## src/rtl/dp_sequencer.sv

```systemverilog
// dp_sequencer
// Fetch/decode/write sequencer that drives the DataPath register-file write
// port (irInput, dataInput, wEn, registerFileSelect) from a program held in an
// instruction memory reached over a req/ack handshake.
// Optional feature macro: DPS_SINGLE_STEP_EN adds a 'step' input; the FSM then
// parks in PAUSE before every instruction fetch until 'step' is seen.
// All outputs are driven straight from registers.

module dp_sequencer #(
    parameter int WIDTH  = 32,
    parameter int AW     = 8,
    parameter int SETTLE = 2
) (
    input  logic             clk,
    input  logic             rst_n,
    input  logic             start,
`ifdef DPS_SINGLE_STEP_EN
    input  logic             step,
`endif
    output logic             imem_req,
    output logic [AW-1:0]    imem_addr,
    input  logic             imem_ack,
    input  logic [WIDTH-1:0] imem_rdata,
    output logic [WIDTH-1:0] irInput,
    output logic [WIDTH-1:0] dataInput,
    output logic             wEn,
    output logic             registerFileSelect,
    output logic             busy,
    output logic             halted,
    output logic             err
);

    // Settle counter runs 0 .. SETTLE-1 while in SETUP.
    localparam int CW = (SETTLE > 1) ? $clog2(SETTLE) : 1;
    localparam logic [CW-1:0] SETTLE_LAST = CW'(SETTLE - 1);

    typedef enum logic [2:0] {
        S_IDLE   = 3'd0,
        S_FETCH  = 3'd1,
        S_DECODE = 3'd2,
        S_FETCHD = 3'd3,
        S_SETUP  = 3'd4,
        S_WRITE  = 3'd5,
        S_HALT   = 3'd6,
        S_PAUSE  = 3'd7
    } state_t;

    // State entered before every instruction (not literal) fetch, and the
    // value imem_req must take on that entry.
`ifdef DPS_SINGLE_STEP_EN
    localparam state_t INSTR_ENTRY = S_PAUSE;
    localparam logic   ENTRY_REQ   = 1'b0;
`else
    localparam state_t INSTR_ENTRY = S_FETCH;
    localparam logic   ENTRY_REQ   = 1'b1;
`endif

    // Legal ALU opcodes: 0000, 0001 and 1000 through 1110.
    function automatic logic op_legal(input logic [3:0] op);
        case (op)
            4'b0000, 4'b0001,
            4'b1000, 4'b1001, 4'b1010, 4'b1011,
            4'b1100, 4'b1101, 4'b1110: op_legal = 1'b1;
            default:                   op_legal = 1'b0;
        endcase
    endfunction

    state_t           state_r;
    logic [AW-1:0]    pc_r;
    logic [WIDTH-1:0] ir_r;
    logic [WIDTH-1:0] ir_out_r;
    logic [WIDTH-1:0] data_r;
    logic             req_r;
    logic             wen_r;
    logic             sel_r;
    logic             busy_r;
    logic             halted_r;
    logic             err_r;
    logic [CW-1:0]    cnt_r;

    logic             is_halt_s;
    logic             is_ldw_s;
    logic             is_legal_s;
    logic             fetch_done_s;

    // Classify the latched instruction word and qualify the fetch handshake.
    always_comb begin
        is_halt_s    = (ir_r == {WIDTH{1'b1}});
        is_ldw_s     = ir_r[31];
        is_legal_s   = op_legal(ir_r[29:26]);
        fetch_done_s = req_r & imem_ack;
    end

    // Sequencer FSM; every output is assigned here so all of them are registered.
    always_ff @(posedge clk or negedge rst_n) begin
        if (!rst_n) begin
            state_r  <= S_IDLE;
            pc_r     <= '0;
            ir_r     <= '0;
            ir_out_r <= '0;
            data_r   <= '0;
            req_r    <= 1'b0;
            wen_r    <= 1'b0;
            sel_r    <= 1'b0;
            busy_r   <= 1'b0;
            halted_r <= 1'b0;
            err_r    <= 1'b0;
            cnt_r    <= '0;
        end else begin
            // wEn is a single-cycle pulse; only SETUP->WRITE raises it.
            wen_r <= 1'b0;
            case (state_r)
                S_IDLE: begin
                    if (start) begin
                        pc_r    <= '0;
                        busy_r  <= 1'b1;
                        req_r   <= ENTRY_REQ;
                        state_r <= INSTR_ENTRY;
                    end
                end
                S_FETCH: begin
                    if (fetch_done_s) begin
                        ir_r    <= imem_rdata;
                        pc_r    <= pc_r + AW'(1);
                        req_r   <= 1'b0;
                        state_r <= S_DECODE;
                    end
                end
                S_DECODE: begin
                    if (is_halt_s) begin
                        halted_r <= 1'b1;
                        busy_r   <= 1'b0;
                        state_r  <= S_HALT;
                    end else if (is_ldw_s) begin
                        req_r    <= 1'b1;
                        state_r  <= S_FETCHD;
                    end else if (!is_legal_s) begin
                        err_r    <= 1'b1;
                        req_r    <= ENTRY_REQ;
                        state_r  <= INSTR_ENTRY;
                    end else begin
                        ir_out_r <= ir_r;
                        sel_r    <= 1'b0;
                        cnt_r    <= '0;
                        state_r  <= S_SETUP;
                    end
                end
                S_FETCHD: begin
                    // Literal word follows the LDW; PC wraps naturally at 2^AW.
                    if (fetch_done_s) begin
                        data_r   <= imem_rdata;
                        pc_r     <= pc_r + AW'(1);
                        req_r    <= 1'b0;
                        ir_out_r <= ir_r;
                        sel_r    <= 1'b1;
                        cnt_r    <= '0;
                        state_r  <= S_SETUP;
                    end
                end
                S_SETUP: begin
                    // Hold irInput/dataInput/sel for SETTLE cycles so the ALU settles.
                    if (cnt_r == SETTLE_LAST) begin
                        wen_r   <= 1'b1;
                        state_r <= S_WRITE;
                    end else begin
                        cnt_r   <= cnt_r + CW'(1);
                    end
                end
                S_WRITE: begin
                    req_r   <= ENTRY_REQ;
                    state_r <= INSTR_ENTRY;
                end
                S_HALT: begin
                    if (start) begin
                        halted_r <= 1'b0;
                        busy_r   <= 1'b1;
                        pc_r     <= '0;
                        req_r    <= ENTRY_REQ;
                        state_r  <= INSTR_ENTRY;
                    end
                end
`ifdef DPS_SINGLE_STEP_EN
                S_PAUSE: begin
                    if (step) begin
                        req_r   <= 1'b1;
                        state_r <= S_FETCH;
                    end
                end
`endif
                default: begin
                    req_r   <= 1'b0;
                    busy_r  <= 1'b0;
                    state_r <= S_IDLE;
                end
            endcase
        end
    end

    assign imem_req           = req_r;
    assign imem_addr          = pc_r;
    assign irInput            = ir_out_r;
    assign dataInput          = data_r;
    assign wEn                = wen_r;
    assign registerFileSelect = sel_r;
    assign busy               = busy_r;
    assign halted             = halted_r;
    assign err                = err_r;

endmodule

```

## config.mk

```make
export PLATFORM = sky130hd
export DESIGN_NAME = dp_sequencer
export DESIGN_NICKNAME = d
export VERILOG_FILES = /design/src/rtl/dp_sequencer.sv
export SDC_FILE = /design/constraint.sdc
export NUM_CORES = 1
export LEC_CHECK = 0
export CORE_MARGIN = 2
export CORE_UTILIZATION = 40
export DETAILED_ROUTE_END_ITERATION = 10
export PLACE_DENSITY = 0.78
export SETUP_SLACK_MARGIN = 0.02
export SLEW_MARGIN = 20
export SYNTH_ARGS = -nofsm -noshare
export SYNTH_HDL_FRONTEND = slang
export SYNTH_SLANG_ARGS = --single-unit
```

## constraint.sdc

```tcl
create_clock -name clk -period 4.02 [get_ports clk]
set_input_delay 0.402 -clock clk [delete_from_list [all_inputs] [get_ports clk]]
set_output_delay 0.402 -clock clk [all_outputs]
set_load 0.03 [all_outputs]
```

After elaboration in Yosys (flattened, before gate mapping)
Memories as Yosys holds them, arrays and structs flattened. Cells that the tools add are included.

Reductions and logical operators: 18. Add/sub/neg operators: 2. Bitwise operators: 6. Eq/ne operators: 18. Muxes and demuxes: 36.

Operators with widths (count): 2-to-1 mux 32 bit (4); case mux 32 bit (2 select lines) (1); == test 32 bit (second input constant) (1); 2-to-1 mux 3 bit (7); case mux 3 bit (6 select lines) (1); 2-to-1 mux 8 bit (2); != test 2 bit (second input constant) (8); case mux 8 bit (2 select lines) (1); 2-to-1 mux 1 bit (15); AND reduction 5 bit (3); == test 3 bit (second input constant) (3); AND reduction 3 bit (3); adder 8 x 1 -> 8 bit (second input constant) (1); AND reduction 4 bit (2); == test 3 x 2 -> 1 bit (second input constant) (2); case mux 1 bit (3 select lines) (2); nonzero test 2 bit (3); NOT 1 bit (5); case mux 1 bit (5 select lines) (1); != test 2 x 1 -> 1 bit (second input constant) (2); case mux 1 bit (2 select lines) (2); AND reduction 2 bit (2); OR reduction 2 bit (2); OR reduction 4 bit (1); 6 further kinds (6).

Input port bits: 36. Memories: 1. Bits in read-only memories: 16. Register bits: 114. Word-level logic and storage cells: 93.

Memories: (no name shown) (depth 16, bits a word 1, rd ports 1, clocked after Yosys merged registers in 0, write ports 0, RTL line 60) `case (op)`.

Logic depth before layout (Yosys ltp)
Gate-level depths: netlist of run 1. An unclocked memory read counts as a cell.

Word-level depth: 5. Gate-level depth with buffers: 7. Depth with buffers taken out: 5.

Worst setup path after synthesis of run 1
OpenSTA, ideal clock, no wires.

Path type: register to register. Start point: reg req_r (netlist: imem_req). End point: reg ir_r[23]. Setup slack: 2.120 ns. Data required time: 3.895 ns. Buffers on the path: 1. Arrival time: 1.775 ns. Setup time: 0.125 ns. Cell stages (with the launch flop): 6. Cell sequence: dfrtp_1 -> nand2_1 -> or2_2 -> nor2_2 -> buf_2 -> mux2_2.

Longest elaborated chain between the ends: 2.

RTL lines: from (decl) (RTL line 73) `logic req_r;`; from (signal assigned) (RTL line 102) `req_r <= 1'b0;`; from (signal assigned) (RTL line 117) `req_r <= ENTRY_REQ;`; from (signal assigned) (RTL line 125) `req_r <= 1'b0;`; AND 1 bit (RTL line 91) `fetch_done_s = req_r & imem_ack;`; AND reduction 2 bit (no line); to (signal assigned) (RTL line 123) `ir_r <= imem_rdata;`; to (decl) (RTL line 70) `logic [WIDTH-1:0] ir_r;`.

Every way passes these cells. A chain may end at the register's enable or synchronous reset.

Final worst setup path of run 1
Start point: reg ir_r[27]. End point: reg ir_out_r[19] (netlist: irInput[19]).

Longest elaborated chain between the ends: 3. Elaborated cells on any way between the ends: 5. Classes of those cells: eq/ne (3); reduce/logical (1); memory (1).

RTL lines: memory read (16 x 1 bit) / == test 32 bit (equally long branches); != test 2 bit (no line); AND reduction 5 bit (no line) (*); to (signal assigned) (RTL line 142) `ir_out_r <= ir_r;`; to (signal assigned) (RTL line 154) `ir_out_r <= ir_r;`; to (decl) (RTL line 71) `logic [WIDTH-1:0] ir_out_r;`.

Every way passes the cells marked *; elsewhere a longest branch is shown, timed or not.

==> metrics.md, run 1 <==
| Metric | Value |
|---|---|
| Status | `complete, no violations` |
| Worst R2R Setup Slack | `1520 ps` |
| Initial Util | `0.408` |
| Yosys top cell by area | `dfrtp_1` |
| Clk buf depth | `2` |
| # rows | `39` |
| Worst Skew | `13.0 ps` |
| RSZ-0062 raised after global routing | `no` |
| Share of layout cells above drive strength 1 | `0.302` |
| Pleak | `2.99 nW` |
| Post-Synthesis Cells | `330` |
| Area Overhead vs Synth | `39.6%` |
| WP data required | `4300 ps` |
| Pre-CTS setup slack | `1270 ps` |
| GRT Util Overall | `0.175` |
| Pwr dens | `409 nW/um2` |
| Worst reg2reg path depth | `6` |
| Register area share after synthesis | `0.615` |
| Post-synth cell types | `41` |
| Slew @ Worst Pin | `948 ps` |
| Die width | `112 um` |
| # hold bufs at CTS | `0` |
| Setup WS post-layout | `1520 ps` |
| End-of-flow core utilization | `0.569` |
| Latest clock arrival within the worst-skew pair | `400 ps` |
| Synth Warn # | `0` |
| DR vias | `3151` |
| Maximum VDD drop | `0.333 mV` |
| Synth area leaders | `dfrtp_1 (62%), mux2_2 (23%), nand2_1 (1.3%)` |
| Setup violators final | `0` |
| DRT Pass-1 Iters | `4` |
| R2R Path End | `irInput[19]` |
| # IOs | `114` |
| TritonCTS Buffers | `17` |
| CP Launch Type | `flip-flop` |
| Peak Freq | `0.401 GHz` |
| Async set-reset flop share out of synthesis | `1.00` |
| Dpl cell area | `5880 um2` |
| Share of the synthesized area in the top cell type | `0.615` |
| Number of global-route vias before repair | `3321` |
| Reg-to-Reg Start | `ir_r[27]` |
| Post-route DRC | `0` |
| CP Capture Type | `flip-flop` |
| Initial antenna violation count | `0` |
| CTS tree | `done` |
| EDFF count, synth | `0` |
| TNS Setup | `0 ps` |
| I/O Buffers | `113` |
| Syn avg cell area | `14.1 um2` |
| DIE HEIGHT | `112 um` |
| HP Class | `in -> async` |
| Post-route cell area | `6470 um2` |
| Ant. Diodes | `0` |
| Antenna viol nets, final | `0` |
| Final min period | `2500 ps` |
| Final Cycle Share | `0.621` |
| Post-CTS setup buffers | `0` |
| CP Class | `reg -> reg` |
| Nets@finish | `488` |
| RePlAce Congestion | `0.817` |
| #FFs+latches synth | `114` |
| Synthesized Nets | `367` |
| Largest net degree at the start of global routing | `55` |
| Max Cap Violations | `0` |
| Final slew viol count | `0` |
| Via-per-instance ratio | `5.19` |
| Final HPWL DP | `7110 um` |
| WP data arrival | `2770 ps` |
| Core area | `11400 um2` |
| Crit-path max FO | `18` |
| Clock-pin slew on the worst setup and hold paths | `50 ps` |
| Full die area | `12500 um2` |
| Clock Root Buffer | `clkbuf_16` |
| PostCTS Resize Cnt | `0` |
| Synthesized area | `4640 um2` |
| Post-Route WL | `10400 um` |
| Top FF cell, synth | `dfrtp_1` |
| WL/cell | `17.1 um` |
| Grt ovf | `0` |
| Slew headroom | `0.367` |
| Hold Violations, Final | `0` |
| H-tree depth | `4` |
| First-pass GRT wire length | `17200 um` |
| 1st-iter DRT viols | `158` |
| Clk sinks | `114` |
-- worst max-delay path: stages, from the launching register on --
cell and delay, ps:
dfrtp_1 450, o21ba_2 250, a31oi_1 260, nand3_1 190, a21oi_4 620, buf_16 240, mux2_2 350
-- area by class of cell --
type	instances	area (um2)
Tap cell	143	179
Sequential cell	114	2850
Inverter	7	26.3
Multi-Input combinational cell	195	1680
Clock inverter	14	140
Fill cell	958	4890
Timing Repair Buffer	116	1170
Clock buffer	18	429
-- Yosys cell counts (all sizes together) (2+ instances only) --
master  count
or3         2
nand2      16
mux2       95
nand3       4
xor2        3
xnor2       2
buf        11
nor4        2
dfrtp     114
a21oi       8
clkbuf      3
inv         7
nor2       12
o21ai      11
nor3        4
nand4       9
nand2b      5
a31o        2
o22ai       3
-- logic make-up after synthesis --
family / count (synthesis) / synth area share
flops: 114 / 0.615
xor+xnor: 5 / 0.00945
compound gates: 35 / 0.0507
fa+ha+maj: 1 / 0.00270
mux: 95 / 0.231
buf+inv: 21 / 0.0264
simple gates: 59 / 0.0648
-- how the worst max path moves through the flow --
stage | end | start | cells after the start | slack, ps
2_1_floorplan | ir_r[23] | imem_req | 5 | 2120
3_3_place_gp | ir_r[19] | imem_ack | 5 | 1370
3_5_place_dp | ir_r[25] | imem_ack | 5 | 1270
4_1_cts | irInput[21] | ir_r[27] | 5 | 1320
5_1_grt | ir_r[25] | state_r[0] | 4 | 1410
6_report | irInput[19] | ir_r[27] | 6 | 1520
-- stage by stage --
step / total power, W / cells / hold WS, ps
floorplan: 0.00117 / 330 / 106
global placement: 0.00124 / 574 / 463
detailed placement: 0.00124 / 574 / 452
CTS: 0.00268 / 606 / 65.2
global route: 0.00274 / 607 / 96.8
finish: 0.00265 / 607 / 46.8
-- per-layer routing --
layer,track usage,share of wire,vias up
met5,0,0,-
met2,0.284,0.51,99
met4,0.0510,0.011,0
met1,0.220,0.42,1610
li1,-,-,1432
met3,0.0653,0.063,10
-- placed cells by master (no fill, tap or decap), drive strengths merged, types with 3 or more instances in the layout --
cell and n:
o21ai 11, clkinv 6, nand2b 5, nor3 4, mux2 95, nor2 12
nand3 4, nand2 16, inv 8, a21oi 8, o22ai 3, buf 4
clkbuf 18, clkinvlp 5, dfrtp 114, nand4 9, xor2 3, clkdlybuf4s50 112
-- flip-flops by register name (all words and copies together), names as in the netlist, 3 cells and up --
| register | flops |
|---|---|
| irInput | 32 |
| ir_r | 32 |
| dataInput | 32 |
| state_r | 3 |
| imem_addr | 8 |
-- report_power, final --
part / total [W] / switching (W) / internal, W
registers: 0.00115 / 0 / 0.00115
clock network: 0.00143 / 0.000524 / 0.000907
logic: 0.0000659 / 0.0000339 / 0.0000319
total: 0.00265 / 0.000558 / 0.00209
(Power assumes the default switching activity.)
==> run 2, diff against run 1 <==
- PLACE_DENSITY: 0.78 -> 0.81
- clock period: 4.02 -> 2.1 ns (I/O delays scaled with it)
==> metrics.md, run 2 (synthesized netlist as in run 1, its figures left out) <==
| Metric | Value |
|---|---|
| Slew @ Worst Pin | `391 ps (-557 ps)` |
| Final HPWL DP | `7760 um (+9.2%)` |
| Max stage delay on crit path | `380 ps (-240 ps)` |
| Hold Violations, Final | `0 (unchanged)` |
| First-pass GRT wire length | `18000 um (+5.0%)` |
| Worst-path cell chain | `o21ba_2 > a31oi_1 > nand3_1 > a21oi_4 > buf_12 > mux2_2` |
| WP data required | `2380 ps (-1920 ps)` |
| WL/cell | `17.4 um (+2.2%)` |
| RePlAce Congestion | `0.840 (+2.8%)` |
| H-tree depth | `4 (unchanged)` |
| Fillcell total | `948 (-1.0%)` |
| Full die area | `12500 um2 (unchanged)` |
| Setup violators final | `0 (unchanged)` |
| Status | `complete, no violations` |
| GRT Util Overall | `0.186 (+0.0112)` |
| WP buf/inv | `1 (unchanged)` |
| Maximum VDD drop | `0.456 mV (+37%)` |
| Grt ovf | `0 (unchanged)` |
| TNS Setup | `0 ps (unchanged)` |
| Share of layout cells above drive strength 1 | `0.318 (+0.0163)` |
| I/O Buffers | `113 (unchanged)` |
| Post-Route WL | `10800 um (+4.6%)` |
| CTS tree | `done` |
| Final Cycle Share | `0.932 (+0.311)` |
| Footprint of the multi-input gates | `1680 um2 (about the same)` |
| Critical path depth | `6 (unchanged)` |
| Post-route DRC | `0 (unchanged)` |
| Initial antenna violation count | `0 (unchanged)` |
| Reg-to-Reg Start | `ir_r[27]` |
| RSZ-0062 raised after global routing | `no` |
| Latest clock arrival within the worst-skew pair | `400 ps (about the same)` |
| CP Launch Type | `flip-flop` |
| 1st-iter DRT viols | `166 (+5.1%)` |
| Most frequent cells in the layout | `dfrtp_1 (113), clkdlybuf4s50_1 (112), mux2_2 (95), clkbuf_16 (17), nand2_1 (15)` |
| Worst Skew | `10.6 ps (-2.35 ps)` |
| Via-per-instance ratio | `5.18 (-0.30%)` |
| Clk sinks | `114 (unchanged)` |
| DR vias | `3214 (+2.0%)` |
| Clock Root Buffer | `clkbuf_16` |
| Worst Setup SP | `ir_r[27]` |
| # rows | `39 (unchanged)` |
| Core area | `11400 um2 (unchanged)` |
| Pleak | `3.10 nW (+3.7%)` |
| Worst reg2reg path depth | `6 (unchanged)` |
| Nets@finish | `502 (+2.9%)` |
| Ant. Diodes | `0 (unchanged)` |
| DIE HEIGHT | `112 um (unchanged)` |
| CP max-delay cell | `dfrtp_1` |
| Final min period | `1960 ps (-540 ps)` |
| Crit path max-delay family | `compound AO/OA/AOI/OAI gates` |
| Crit-path max FO | `25 (+7)` |
| TritonCTS Buffers | `17 (unchanged)` |
| CP Capture Type | `flip-flop` |
| PnR Total Power | `0.00532 W (+100%)` |
| Die width | `112 um (unchanged)` |
| Pwr dens | `800 nW/um2 (+96%)` |
| Register area | `2850 um2 (about the same)` |
| Number of global-route vias before repair | `3467 (+4.4%)` |
| Area Overhead vs Synth | `43.5%` |
| Most common cell after layout, fill and taps aside | `dfrtp_1` |
| DRT Pass-1 Iters | `4 (unchanged)` |
| Peak Freq | `0.511 GHz (+28%)` |
| Max Cap Violations | `0 (unchanged)` |
| Largest net degree at the start of global routing | `55 (unchanged)` |
| Final slew viol count | `0 (unchanged)` |
| WP data arrival | `2240 ps (-530 ps)` |
| Initial Util | `0.408 (unchanged)` |
| HP Class | `in -> async` |
| Post-CTS setup buffers | `0 (unchanged)` |
| Slew headroom | `0.737 (+0.370)` |
| # IOs | `114 (unchanged)` |
| Antenna viol nets, final | `0 (unchanged)` |
| CP Class | `reg -> reg` |
| Clock-pin slew on the worst setup and hold paths | `50 ps (about the same)` |
| Clk buf depth | `2 (unchanged)` |
[run 2: timing repair]
action                                 4_1_cts  5_1_grt
setup endpoints to repair                    0        1
endpoints found under the hold margin       26        0
hold buffers                                 1        0
gates resized for setup                      0        2
[run 2: path summary, 6_finish.rpt]
path                       slack [ps]       endpoint
max                               140     irInput[3]
min                               290    irInput[25]
max reg2reg                       140     irInput[3]
min reg2reg                       480            err
max in group asynchronous        1190   dataInput[1]
min in group clk                  460  dataInput[14]
[run 2: layer usage]
| layer | global-route usage | share of wire |
|---|---|---|
| met4 | 0.0675 | 0.017 |
| met2 | 0.309 | 0.52 |
| met5 | 0 | 0 |
| met3 | 0.0708 | 0.065 |
| met1 | 0.222 | 0.40 |
[run 2: final cells by class]
cell class | instances | area share
Sequential cell | 114 | 0.429
Clock buffer | 22 | 0.0698
Clock inverter | 10 | 0.0235
Tap cell | 143 | 0.0269
Timing Repair Buffer | 130 | 0.195
Inverter | 7 | 0.00395
Multi-Input combinational cell | 195 | 0.252
[run 2: where the power goes]
part | internal, W | total, W | switching [W] | leakage (nW)
logic | 0.0000674 | 0.000134 | 0.0000665 | 1.23
clock network | 0.00204 | 0.00299 | 0.000951 | 0.304
registers | 0.00220 | 0.00220 | 0 | 1.57
[run 2: stage by stage]
step,cell area [um2],cells,setup WS [ps],utilization,hold WS (ps)
6_report,6650,621,144,0.585,287
5_1_grt,6650,621,42.6,0.585,330
4_1_cts,6650,621,145,0.585,294
3_5_place_dp,6020,588,91.8,0.530,160
3_3_place_gp,6020,588,123,0.530,156
2_1_floorplan,4640,330,200,-,-85.6
==> run 3, diff against run 2 <==
- ABC_CLOCK_PERIOD_IN_PS: unset -> 2100
==> results of run 3 <==
No change in the layout: final DEF, timing and power equal those of run 2.
==> RTL change, RTL diff (settings of run 3) <==
Add a define of `DPS_SINGLE_STEP_EN`.
--- a/src/rtl/dp_sequencer.sv
+++ b/src/rtl/dp_sequencer.sv
@@ -5,6 +5,8 @@
 // Optional feature macro: DPS_SINGLE_STEP_EN adds a 'step' input; the FSM then
 // parks in PAUSE before every instruction fetch until 'step' is seen.
 // All outputs are driven straight from registers.
+
+`define DPS_SINGLE_STEP_EN
 
 module dp_sequencer #(
     parameter int WIDTH  = 32,
Interface: changed (added step); port bits go from 114 to 115. The function was not compared with the original's and may differ.
==> RTL change against run 3 <==
Sequential cell count stayed put. Synthesized area is 3.1% higher. Non-clock buffer count is 6 higher. Cell area is 2.6% higher. Worst hold slack better by 0.0095 ns. Routed wire length is 0.20% lower. Setup slack better by 0.0038 ns. Clock skew hardly changed. Critical path depth is 1 lower. Critical endpoint is now irInput[18]$_DFFE_PN0P_.
Power is not compared: it rests on default switching activity, and its combinational part moved more than twofold at a synthesized area within 25%.
==> RTL change: results (changes against run 3) <==
Outcome
  – Status: complete, no violations (unchanged)

Logic synthesis
  – Compound-Gate Fraction of Synth Area: 5.39% (was 5.07%)
  – Post-Synth XOR/XNOR Area: 1.10% (was 0.944%)
  – Multiplexer share of the synthesized area: 25.1% (was 23.1%)
  – Syn Inst Count: 325 (was 330)
  – Distinct cells, synth: 43 (was 41)
  – Sequential cell area fraction in the yosys report: 59.7% (was 61.5%)
  – Area contributors post-synth: dfrtp_1, mux2_2, mux2_4 (was dfrtp_1, mux2_2, nand2_1)
  – Syn nets: 363 (was 367)
  – Post-synthesis adder-cell area fraction: 0.262% (was 0.270%)

Placement
  – Final Wtd Congestion: 0.861 (was 0.840)
  – Area after DPL: 6220 µm² (was 6020 µm²)
  – Total placed cells including tap cells: 589 (was 588)
  – Detailed Place HPWL: 7.72 mm (was 7.76 mm)
  – Port Buffers: 114 (was 113)
  – Dpl ws: 0.0721 ns (was 0.0918 ns)

Finish
  – Final non-filler cell total: 621 (unchanged)
  – Layout cells sized above 1: 32.8% (was 31.8%)
  – Nets: 504 (was 502)

Critical path
  – CP max FO: 17 (was 25)
  – CP max stage delay: 0.51 ns (was 0.38 ns)
  – Crit-path slowest cell: o31ai_4 (was dfrtp_1)

Drt
  – First-pass iteration count of the detailed router: 4 (unchanged)
  – Via count: 3196 (was 3214)
  – WL final: 10.8 mm (about the same)
  – Starting DRT DRC Count: 129 (was 166)

GRT
  – First-pass GRT wire length: 17.6 mm (was 18.0 mm)
  – Pin count of the biggest net entering global routing: 62 (was 55)
  – Vias in the first global route: 3383 (was 3467)
  – Gr usage total: 17.8% (was 18.6%)

Timing
  – Worst-Margin Slew: 0.597 ns (was 0.391 ns)

Power
  – Design Power: 10.1 mW
==> RTL change: cell types whose count changed in the layout (fill, tap and decap cells not counted), sizes merged, moves of 3 or more <==
cell     delta
a21oi       -3
and3        +5
buf         +5
inv         -3
nand2       -7
nand2b      -3
nor2        +3
o2111ai     +4
o21ai       -3
xor2        +3
==> RTL change: layer usage <==
metal  track usage, %  share of wire, %  vias to the layer above
li1                 -                 -                     1453
met2             29.1                51                       92
met1             22.3                43                     1642
met4             6.59              0.87                        0
met3             5.25               4.8                        9
met5                0                 0                        -
==> RTL change: worst paths after layout <==
kind / startpoint / endpoint / slack (ns) / cells past startpoint
worst max-delay path: ir_r[28]$_DFFE_PN0P_ / irInput[18]$_DFFE_PN0P_ / 0.15 / 5
worst min-delay path: rst_n / dataInput[17]$_DFFE_PN0P_ / 0.30 / 2
worst max register to register: ir_r[28]$_DFFE_PN0P_ / irInput[18]$_DFFE_PN0P_ / 0.15 / 5
worst min register to register: busy$_DFFE_PN0P_ / busy$_DFFE_PN0P_ / 0.49 / 1
max in group asynchronous: rst_n / err$_DFFE_PN0P_ / 1.13 / 3
min in group clk: imem_rdata[17] / dataInput[17]$_DFFE_PN0P_ / 0.45 / 2
==> RTL change: cell families (layout without fill, tap and decap cells) <==
group,Yosys count,after routing
xor+xnor,6,6
flops,114,114
mux,97,97
buf+inv,18,171
simple gates,55,55
fa+ha+maj,1,1
compound gates,34,34
==> RTL change: final cells by class <==
class	count	area, µm²
Fill cell	934	4740
Sequential cell	114	2850
Multi-Input combinational cell	193	1820
Timing Repair Buffer	136	1360
Clock buffer	20	467
Tap cell	143	179
Clock inverter	11	135
Inverter	4	15.0
==> RTL change: what timing repair did <==
action,CTS,global route
endpoints found under the setup margin,0,20
hold endpoints to repair,30,0
hold buffers,1,0
